## config.mk

```make
export PLATFORM = sky130hd
export DESIGN_NAME = qam_frame_sync_flat
export DESIGN_NICKNAME = d
export VERILOG_FILES = /design/src/rtl/qam_pkg.sv /design/src/rtl/qam_frame_sync_if.sv /design/src/rtl/qam_sync_fifo.sv /design/src/rtl/qam_frame_sync.sv /design/src/flat_wrapper.sv
export SDC_FILE = /design/constraint.sdc
export NUM_CORES = 1
export LEC_CHECK = 0
export BUFFER_PORTS_ARGS = -buffer_cell sky130_fd_sc_hd__buf_2
export CAP_MARGIN = 20
export CORE_ASPECT_RATIO = 0.9
export CORE_UTILIZATION = 50
export CTS_BUF_LIST = sky130_fd_sc_hd__clkbuf_4
export DETAILED_ROUTE_END_ITERATION = 8
export PLACE_DENSITY = 0.78
export SLEW_MARGIN = 10
export SYNTH_ARGS = -nofsm -noshare
export SYNTH_HDL_FRONTEND = slang
export SYNTH_SLANG_ARGS = --single-unit
```

## constraint.sdc

```tcl
create_clock -name axi_clk -period 3.8 [get_ports axi_clk]
set_input_delay 1.14 -clock axi_clk [delete_from_list [all_inputs] [get_ports axi_clk]]
set_output_delay 1.14 -clock axi_clk [all_outputs]
set_load 0.01 [all_outputs]
```

## src/rtl/qam_pkg.sv

```systemverilog
// Shared types and constants for the QAM-16 frame synchroniser.
package qam_pkg;

    typedef enum logic [1:0] {
        HUNT    = 2'd0,
        LEN     = 2'd1,
        PAYLOAD = 2'd2
    } sync_state_t;

    // Nibbles in one sync word; also the hunt-count saturation point.
    localparam int SYNC_NIBBLES = 4;

    typedef struct packed {
        logic       last;
        logic [7:0] data;
    } byte_entry_t;

    // Saturating increment of the hunt counter (never exceeds SYNC_NIBBLES).
    function automatic logic [2:0] hunt_inc(input logic [2:0] cnt);
        return (cnt >= 3'(SYNC_NIBBLES)) ? cnt : cnt + 3'd1;
    endfunction

endpackage

```

## src/rtl/qam_frame_sync_if.sv

```systemverilog
// Symbol input stream and byte output stream of the frame synchroniser.
// The slave modport is the framer's view; master is the surrounding system.
interface qam_frame_sync_if;

    logic       sym_valid;
    logic [3:0] sym_in;
    logic       m_tvalid;
    logic       m_tready;
    logic [7:0] m_tdata;
    logic       m_tlast;

    modport master (
        output sym_valid, sym_in, m_tready,
        input  m_tvalid, m_tdata, m_tlast
    );

    modport slave (
        input  sym_valid, sym_in, m_tready,
        output m_tvalid, m_tdata, m_tlast
    );

endinterface

```

## src/rtl/qam_sync_fifo.sv

```systemverilog
// Show-ahead byte FIFO. Pointers carry an extra wrap bit; an explicit
// occupancy count drives full/empty. Writes while full are refused.
module qam_sync_fifo #(
    parameter int WIDTH = 9,
    parameter int DEPTH = 16
) (
    input  logic             clk,
    input  logic             rst_n,
    input  logic             wr_en_i,
    input  logic [WIDTH-1:0] wr_data_i,
    input  logic             rd_en_i,
    output logic [WIDTH-1:0] rd_data_o,
    output logic             full_o,
    output logic             empty_o
);

    localparam int AW = $clog2(DEPTH);
    localparam logic [AW:0] CNT_ONE  = {{AW{1'b0}}, 1'b1};
    localparam logic [AW:0] CNT_FULL = (AW + 1)'(DEPTH);

    logic [WIDTH-1:0] mem [DEPTH];
    logic [AW:0]      wr_ptr_q, wr_ptr_d;
    logic [AW:0]      rd_ptr_q, rd_ptr_d;
    logic [AW:0]      count_q, count_d;
    logic             wr_ok, rd_ok;

    // Full is judged on the registered count, so a simultaneous pop never
    // makes room for a write in the same cycle.
    assign full_o  = (count_q == CNT_FULL);
    assign empty_o = (count_q == '0);
    assign wr_ok   = wr_en_i && !full_o;
    assign rd_ok   = rd_en_i && !empty_o;

    // Head entry is presented combinationally; zero while empty so the
    // byte port reads 0 out of reset.
    assign rd_data_o = empty_o ? '0 : mem[rd_ptr_q[AW-1:0]];

    // Pointer and occupancy next-state.
    always_comb begin
        wr_ptr_d = wr_ok ? wr_ptr_q + CNT_ONE : wr_ptr_q;
        rd_ptr_d = rd_ok ? rd_ptr_q + CNT_ONE : rd_ptr_q;
        count_d  = count_q;
        if (wr_ok && !rd_ok) begin
            count_d = count_q + CNT_ONE;
        end else if (!wr_ok && rd_ok) begin
            count_d = count_q - CNT_ONE;
        end
    end

    // Pointer/count registers; reset empties the FIFO immediately.
    always_ff @(posedge clk or negedge rst_n) begin
        if (!rst_n) begin
            wr_ptr_q <= '0;
            rd_ptr_q <= '0;
            count_q  <= '0;
        end else begin
            wr_ptr_q <= wr_ptr_d;
            rd_ptr_q <= rd_ptr_d;
            count_q  <= count_d;
        end
    end

    // Storage array, written only on accepted pushes.
    always_ff @(posedge clk) begin
        if (wr_ok) begin
            mem[wr_ptr_q[AW-1:0]] <= wr_data_i;
        end
    end

endmodule

```

## src/rtl/qam_frame_sync.sv

```systemverilog
// Frame synchroniser after the QAM-16 demodulator: hunts for the sync word,
// reads a one-byte length, packs payload nibbles into bytes and queues them
// on a valid/ready byte stream with tlast on the final byte of each frame.
module qam_frame_sync
    import qam_pkg::*;
#(
    parameter logic [15:0] SYNC_WORD  = 16'hEB90,
    parameter int          FIFO_DEPTH = 16
) (
    input  logic            axi_clk,
    input  logic            axi_rstn,
    qam_frame_sync_if.slave bus,
    output logic            sync_lock,
    output logic            frame_done,
    output logic            ovf
);

    localparam logic [1:0] ST_HUNT    = HUNT;
    localparam logic [1:0] ST_LEN     = LEN;
    localparam logic [1:0] ST_PAYLOAD = PAYLOAD;

    logic [1:0]  state_q, state_d;
    logic [11:0] sr_q, sr_d;           // last three nibbles seen while hunting
    logic [2:0]  hunt_q, hunt_d;       // nibbles seen since entering HUNT, saturating
    logic [7:0]  len_q, len_d;
    logic [3:0]  hi_q, hi_d;           // first (high) nibble of the pair in flight
    logic        half_q, half_d;       // high nibble already captured
    logic [7:0]  byte_cnt_q, byte_cnt_d;
    logic        push_q, push_d;
    byte_entry_t push_entry_q, push_entry_d;
    logic        ovf_q, ovf_d;

    logic [15:0] window;
    logic [7:0]  nib_pair;
    logic        last_byte;
    logic        fifo_full, fifo_empty, pop;
    logic [8:0]  head_raw;
    byte_entry_t head;

    assign window    = {sr_q, bus.sym_in};
    assign nib_pair  = {hi_q, bus.sym_in};
    assign last_byte = (byte_cnt_q == len_q - 8'd1);

    // Framer next-state: only strobed symbols move anything forward.
    always_comb begin
        state_d      = state_q;
        sr_d         = sr_q;
        hunt_d       = hunt_q;
        len_d        = len_q;
        hi_d         = hi_q;
        half_d       = half_q;
        byte_cnt_d   = byte_cnt_q;
        push_d       = 1'b0;
        push_entry_d = push_entry_q;
        if (bus.sym_valid) begin
            case (state_q)
                ST_HUNT: begin
                    sr_d   = window[11:0];
                    hunt_d = hunt_inc(hunt_q);
                    // Hunt count guarantees all four matching nibbles arrived
                    // after the search (re)started.
                    if (window == SYNC_WORD && hunt_inc(hunt_q) >= 3'(SYNC_NIBBLES)) begin
                        state_d = ST_LEN;
                        half_d  = 1'b0;
                    end
                end
                ST_LEN: begin
                    if (!half_q) begin
                        hi_d   = bus.sym_in;
                        half_d = 1'b1;
                    end else begin
                        half_d = 1'b0;
                        len_d  = nib_pair;
                        if (nib_pair == 8'd0) begin
                            state_d = ST_HUNT;
                            sr_d    = '0;
                            hunt_d  = '0;
                        end else begin
                            state_d    = ST_PAYLOAD;
                            byte_cnt_d = '0;
                        end
                    end
                end
                ST_PAYLOAD: begin
                    if (!half_q) begin
                        hi_d   = bus.sym_in;
                        half_d = 1'b1;
                    end else begin
                        half_d            = 1'b0;
                        push_d            = 1'b1;
                        push_entry_d.data = nib_pair;
                        push_entry_d.last = last_byte;
                        // Counts every byte, dropped or not, to keep framing aligned.
                        byte_cnt_d        = byte_cnt_q + 8'd1;
                        if (last_byte) begin
                            state_d = ST_HUNT;
                            sr_d    = '0;
                            hunt_d  = '0;
                        end
                    end
                end
                default: begin
                    state_d = ST_HUNT;
                    sr_d    = '0;
                    hunt_d  = '0;
                end
            endcase
        end
    end

    // A push attempted against a full FIFO latches the overflow flag for good.
    assign ovf_d = ovf_q | (push_q & fifo_full);

    // Framer, packer and overflow registers.
    always_ff @(posedge axi_clk or negedge axi_rstn) begin
        if (!axi_rstn) begin
            state_q      <= ST_HUNT;
            sr_q         <= '0;
            hunt_q       <= '0;
            len_q        <= '0;
            hi_q         <= '0;
            half_q       <= 1'b0;
            byte_cnt_q   <= '0;
            push_q       <= 1'b0;
            push_entry_q <= '0;
            ovf_q        <= 1'b0;
        end else begin
            state_q      <= state_d;
            sr_q         <= sr_d;
            hunt_q       <= hunt_d;
            len_q        <= len_d;
            hi_q         <= hi_d;
            half_q       <= half_d;
            byte_cnt_q   <= byte_cnt_d;
            push_q       <= push_d;
            push_entry_q <= push_entry_d;
            ovf_q        <= ovf_d;
        end
    end

    assign pop = bus.m_tvalid && bus.m_tready;

    qam_sync_fifo #(
        .WIDTH (9),
        .DEPTH (FIFO_DEPTH)
    ) u_fifo (
        .clk       (axi_clk),
        .rst_n     (axi_rstn),
        .wr_en_i   (push_q),
        .wr_data_i (push_entry_q),
        .rd_en_i   (pop),
        .rd_data_o (head_raw),
        .full_o    (fifo_full),
        .empty_o   (fifo_empty)
    );

    assign head         = byte_entry_t'(head_raw);
    assign bus.m_tvalid = !fifo_empty;
    assign bus.m_tdata  = head.data;
    assign bus.m_tlast  = head.last;

    assign sync_lock  = (state_q == ST_LEN) || (state_q == ST_PAYLOAD);
    // Pulses even when the final byte is dropped on a full FIFO.
    assign frame_done = push_q && push_entry_q.last;
    assign ovf        = ovf_q;

endmodule

```

## src/flat_wrapper.sv

```systemverilog
// flat-port wrapper written by rule: the top's interface ports become plain ports
module qam_frame_sync_flat import qam_pkg::*;
#(
    parameter logic [15:0] SYNC_WORD  = 16'hEB90,
    parameter int          FIFO_DEPTH = 16
)
  (axi_clk, axi_rstn, sync_lock, frame_done, ovf, bus_sym_valid, bus_sym_in, bus_m_tready, bus_m_tvalid, bus_m_tdata, bus_m_tlast);
  qam_frame_sync_if bus_i ();
  input  logic axi_clk;
  input  logic axi_rstn;
  output logic sync_lock;
  output logic frame_done;
  output logic ovf;
  input wire logic [$bits(bus_i.sym_valid)-1:0] bus_sym_valid;
  input wire logic [$bits(bus_i.sym_in)-1:0] bus_sym_in;
  input wire logic [$bits(bus_i.m_tready)-1:0] bus_m_tready;
  output wire logic [$bits(bus_i.m_tvalid)-1:0] bus_m_tvalid;
  output wire logic [$bits(bus_i.m_tdata)-1:0] bus_m_tdata;
  output wire logic [$bits(bus_i.m_tlast)-1:0] bus_m_tlast;
  assign bus_i.sym_valid = bus_sym_valid;
  assign bus_i.sym_in = bus_sym_in;
  assign bus_i.m_tready = bus_m_tready;
  assign bus_m_tvalid = bus_i.m_tvalid;
  assign bus_m_tdata = bus_i.m_tdata;
  assign bus_m_tlast = bus_i.m_tlast;
  qam_frame_sync #(.SYNC_WORD(SYNC_WORD), .FIFO_DEPTH(FIFO_DEPTH)) u_core (.axi_clk(axi_clk), .axi_rstn(axi_rstn), .bus(bus_i), .sync_lock(sync_lock), .frame_done(frame_done), .ovf(ovf));
endmodule
```

; ---- Yosys cells after proc, flatten, opt, wreduce, memory -nomap -nowiden
; Memory sizes are Yosys's and may differ from the RTL's.
; Cells that the tools add are included.
[word_totals]
reg_bits = 64
ramBits = 144
wordCells = 96
mem_count = 1
[memory_table]
columns = memory, words, width, read_ports, rd_ports_with_merged_regs, write_ports, line
row1 = u_core.u_fifo.mem, 16, 9, 1, 0, 1, qam_sync_fifo.sv:21  ; logic [WIDTH-1:0] mem [DEPTH];
[op_classes]
addsub = 7
magnitude_cmp = 2
eq_ne = 11
n_mux = 32
bitwise_logic = 3
reduce_logical = 26
[op_table]
columns = cell, count
row1 = $mux W12, 4
row2 = $pmux W12 S3, 1
row3 = $mux W8, 3
row4 = $eq A16 B16 Y1 const B, 1
row5 = $pmux W8 S2, 1
row6 = $add A5 B1 Y5 const B, 3
row7 = $mux W3, 5
row8 = $reduce_and A5 Y1, 3
row9 = $reduce_and A3 Y1, 4
row10 = $mux W2, 5
row11 = $mux W5, 2
row12 = $ne A2 B1 Y1 const B, 5
row13 = $mux W9, 1
row14 = $pmux W3 S3, 1
row15 = $add A8 B1 Y8 const B, 1
row16 = $eq A8 B8 Y1, 1
row17 = $logic_not A8 Y1, 1
row18 = $sub A8 B1 Y8 const B, 1
row19 = $logic_and A1 B1 Y1, 7
row20 = $mux W1, 7
row21 = $ge A3 B3 Y1 const B, 2
row22 = $pmux W2 S3, 1
row23 = $reduce_bool A2 Y1, 3
row24 = $eq A5 B5 Y1 const B, 1
row25 = 14 further kinds, 17

; ---- Depth between registers and ports, before layout
[logic_depth]
ltp_word = 7
ltp_mapped = 12

; ---- Cells and area by module
; From an unflattened synthesis, not the netlist that was laid out.
[hier_totals]
cells_unflattened = 533
hier_area_um2 = 8888.5
[modules_own_cells]
columns = mod, n_inst, cells_per_inst, area_each_um2, seq_area_each_um2
row1 = qam_sync_fifo, 1, 321, 6449.9, 4649.5
row2 = qam_frame_sync, 1, 212, 2438.6, 1226.2

; ---- Worst setup path before layout
; No wires, ideal clock.
[synth_timing]
path_type = reg2out
from = register u_core.u_fifo.rd_ptr_q[0]
to = output bus_m_tlast
arrival_time_ps = 2367
required_ps = 2660
path_slack_ps = 293
stages_incl_launch_ff = 6
n_path_buf = 2
path_cell_list = dfrtp_1 > clkbuf_1 > buf_2 > mux4_2 > mux4_2 > and2_1
[synth_between]
elab_chain_len = 2
[synth_rtl]
columns = item, line
row1 = start: declaration, qam_sync_fifo.sv:23  ; logic [AW:0] rd_ptr_q, rd_ptr_d;
row2 = start signal: assignment, qam_sync_fifo.sv:58  ; rd_ptr_q <= rd_ptr_d;
row3 = $mem_v2 Z16 W9, n/a
row4 = $mux W9, qam_sync_fifo.sv:36  ; assign rd_data_o = empty_o ? '0 : mem[rd_ptr_q[AW-1:0]];
row5 = end: declaration, flat_wrapper.sv:19  ; output wire logic [$bits(bus_i.m_tlast)-1:0] bus_m_tlast;
; No other way between the ends.

; ---- Worst setup path in the final report
[layout_timing]
from = register u_core.u_fifo.rd_ptr_q[0]
to = output bus_m_tdata[1]
[layout_between]
elab_chain_len = 2
[layout_rtl]
columns = item, line
row1 = $mem_v2 Z16 W9, n/a
row2 = $mux W9, qam_sync_fifo.sv:36
row3 = end: declaration, flat_wrapper.sv:18  ; output wire logic [$bits(bus_i.m_tdata)-1:0] bus_m_tdata;
; No other way between the ends.

==> out/results.ini <==
[timing]
max_slew.worst_pin.slew_ns=0.9972
max_freq_mhz=264.3
final_hold_viols=0
rsz0062_at_grt=true
timing.final.crit_share_pct=99.58
final.setup_skew_ns=0.04545
post-route-min-period_ns=3.784
fin_ws_ns=0.01587
maxSlewViolCount=0
timing.final.setup_violations=0
slew_headroom_pct=33.27

[power]
vdd_drop_max_mv=0.5340
total_power_mw=7.459
powerDensity_nw_per_um2=759.1
p_leak_nw=3.568

[cells_and_area]
drive_above_1_share_pct=28.87
final_core_util_pct=57.79
layout-area-overhead-vs-synth_pct=12.25
layout.nets=611
fill_cells=1317

[routing]
wl_met1_um=6931
met2_length_um=8275
met3_layer_wire_length_in_the_routed_design_um=773
drc=0
dr.first_iter.drc_count=311
drt-total-wl_um=16330
detail_route.vias_per_cell=5.481
detail-route-antenna-nets=0
routedWlPerCell_um=18.92
dr_total_vias=4730
detailed_routing_iterations_pass_1=5
routed.top_layer=met4

[global_route]
first_global_vias=4999
grt_max_degree=49
grt_first_pass_wirelength_um=26300
globalRoute.totalOverflow=0
antenna_found_initial=1
gr-usage-all-layers_pct=19.48

[hold_path]
hp-class=reg -> reg

[floorplanning]
die-height_um=127.5
design.die.area_um2=18040
core_area_um2=17000
fp.dieW_um=141.5
start_util_pct=51.48
placementRows=45
io_pins=21

[critical_path]
critical_path_buf_inv_count=2
worst-endpoint-arrival_ns=2.64
crit_type=reg -> out
worst_path_largest_cell_delay_ns=0.57
cpMaxStageDelayCell=sky130_fd_sc_hd__mux4_2
setup.worst_path.end_class=output port
worst_path_most_repeated_cell=sky130_fd_sc_hd__mux4_2
critPathTopFamily=multiplexers
critical_path.max_fanout=18
cells_along_the_critical_path=buf_12, mux4_2, mux4_2, and2_1, buf_2
crit_path_start_kind=flip-flop
ff2ff_setup_slack_ns=0.51
worstPathRequired_ns=2.66

[place]
detailedPlace.worstSlack_ns=0.4519
final_estimated_routing_congestion_in_global_placement=0.7371
io_buffers=20
detail_placement_hpwl_um=10410

[cts]
tritoncts=built
clock-root-buffer=sky130_fd_sc_hd__clkbuf_4
postCtsSetupRepairBufs=0
cts_buffer_depth=3
cts-htree-levels=2
cts_inserted_buffers=49
tritoncts_num_sinks=206
cts-hold-fix-buffers=0
worst_path_clk_slew_ns=0.06
clk_latency_ns=0.65

[synth]
synth.top_cells.by_area=sky130_fd_sc_hd__edfxtp_1 49%, sky130_fd_sc_hd__dfrtp_1 18%, sky130_fd_sc_hd__mux4_2 12%
seq_area_frac_synth_pct=67.12
ys_async_sr_fraction_pct=30.10
synth_area_per_inst_um2=16.67
netlist_instances=525
postSynthRegisterBits=206
synth_cell_types=50
synth-edff-count=144
prevailing_post_synth_register_cell=sky130_fd_sc_hd__edfxtp_1
post_synth_instance_area_um2=8753
yosysWarnings=0
synthesis.nets=550
synth.top_cell.area_share_pct=49.40
post-synth-top-area-cell=sky130_fd_sc_hd__edfxtp_1

[run_status]
run_status=finished, final reports clean

[job]
maxCapViolations=0

repair_timing:
action	CTS	global route
gates cloned	0	0
endpoints found under the setup margin	9	9
gates resized for setup	6	0
synthesized netlist by cell type, types with 11 or more instances:
| master | instances |
|---|---|
| sky130_fd_sc_hd__and2_1 | 12 |
| sky130_fd_sc_hd__clkbuf_1 | 11 |
| sky130_fd_sc_hd__dfrtp_1 | 62 |
| sky130_fd_sc_hd__edfxtp_1 | 144 |
| sky130_fd_sc_hd__ha_1 | 16 |
| sky130_fd_sc_hd__inv_1 | 33 |
| sky130_fd_sc_hd__mux2_2 | 21 |
| sky130_fd_sc_hd__mux2i_1 | 13 |
| sky130_fd_sc_hd__mux4_2 | 45 |
| sky130_fd_sc_hd__nand2_1 | 29 |
| sky130_fd_sc_hd__nor2_1 | 25 |
| sky130_fd_sc_hd__xnor2_1 | 13 |
| sky130_fd_sc_hd__xor2_1 | 12 |
routing by layer:
metal	vias to the layer above	GRT usage, %
li1	2162	-
met1	2411	24.58
met2	129	32.79
met3	28	4.460
met4	0	8.033
met5	-	0
sequential cells by signal, summed over array words and instances (netlist names):
signal                  count
u_core.byte_cnt_q           8
u_core.u_fifo.mem         144
u_core.half_q               1
u_core.state_q              2
u_core.u_fifo.count_q       5
u_core.hunt_q               3
u_core.ovf                  1
u_core.push_q               1
u_core.push_entry_q         9
u_core.sr_q                12
u_core.hi_q                 4
u_core.len_q                8
u_core.u_fifo.rd_ptr_q      4
u_core.u_fifo.wr_ptr_q      4
metrics by stage:
stage	hold WS (ns)	cells	setup TNS, ns	cell area, um2
2_1_floorplan	0.4754	525	0	8753
3_3_place_gp	0.4576	770	0	9146
3_5_place_dp	0.4545	770	0	9146
4_1_cts	0.4721	862	-0.04676	9821
5_1_grt	0.4911	863	-0.4226	9826
6_report	0.4704	863	0	9826
cells in the final DEF, fill, tap and decap left out, types with 12 or more instances in the layout:
master	synthesis	final
sky130_fd_sc_hd__nand2_1	29	29
sky130_fd_sc_hd__mux2_2	21	21
sky130_fd_sc_hd__xnor2_1	13	13
sky130_fd_sc_hd__and2_1	12	12
sky130_fd_sc_hd__inv_1	33	33
sky130_fd_sc_hd__dfrtp_1	62	61
sky130_fd_sc_hd__ha_1	16	16
sky130_fd_sc_hd__clkbuf_4	0	71
sky130_fd_sc_hd__mux4_2	45	45
sky130_fd_sc_hd__clkinv_1	0	16
sky130_fd_sc_hd__buf_2	3	19
sky130_fd_sc_hd__xor2_1	12	12
sky130_fd_sc_hd__mux2i_1	13	13
sky130_fd_sc_hd__nor2_1	25	25
sky130_fd_sc_hd__edfxtp_1	144	144
path summary, 6_finish.rpt:
path | cells after the start | end | start
worst max-delay path | 5 | bus_m_tdata[1] | u_core.u_fifo.rd_ptr_q[0]
worst min-delay path | 1 | u_core.ovf | u_core.ovf
worst max register to register | 12 | u_core.u_fifo.count_q[4] | u_core.u_fifo.count_q[1]
worst min register to register | 1 | u_core.ovf | u_core.ovf
max in group asynchronous | 2 | u_core.sr_q[5] | axi_rstn
min in group asynchronous | 1 | u_core.state_q[1] | axi_rstn
cell families (layout without fill, tap and decap cells):
family | count (synthesis) | count (layout) | share of synthesized area (%)
adders and majority gates | 17 | 17 | 2.516
DFF | 206 | 206 | 67.12
AOI/OAI and AO/OA | 33 | 33 | 3.087
buffers and inverters | 52 | 154 | 2.358
xor gates and xnor gates | 25 | 25 | 2.501
and+or+nand+nor | 113 | 113 | 6.647
other | 0 | 1 | 0
muxes | 79 | 79 | 15.77
power breakdown:
part	switching [mW]	leakage (nW)	internal, mW
registers	0.507	2.09	2.93
clock network	0.874	0.378	0.937
logic	1.06	1.10	1.15
total	2.44	3.57	5.02
final cells by class:
cell class | count | area [um2] | share of cell area (%)
flip-flops and latches | 206 | 5877 | 59.81
well taps | 235 | 294.0 | 2.992
clock inverters | 21 | 116.4 | 1.184
repair buffers | 29 | 207.7 | 2.114
multi-input cells | 267 | 2671 | 27.19
clock buffers | 71 | 533.0 | 5.425
diodes | 1 | 2.502 | 0.02547
inverters | 33 | 123.9 | 1.261
No activity file was read; power rests on OpenSTA's default activity.
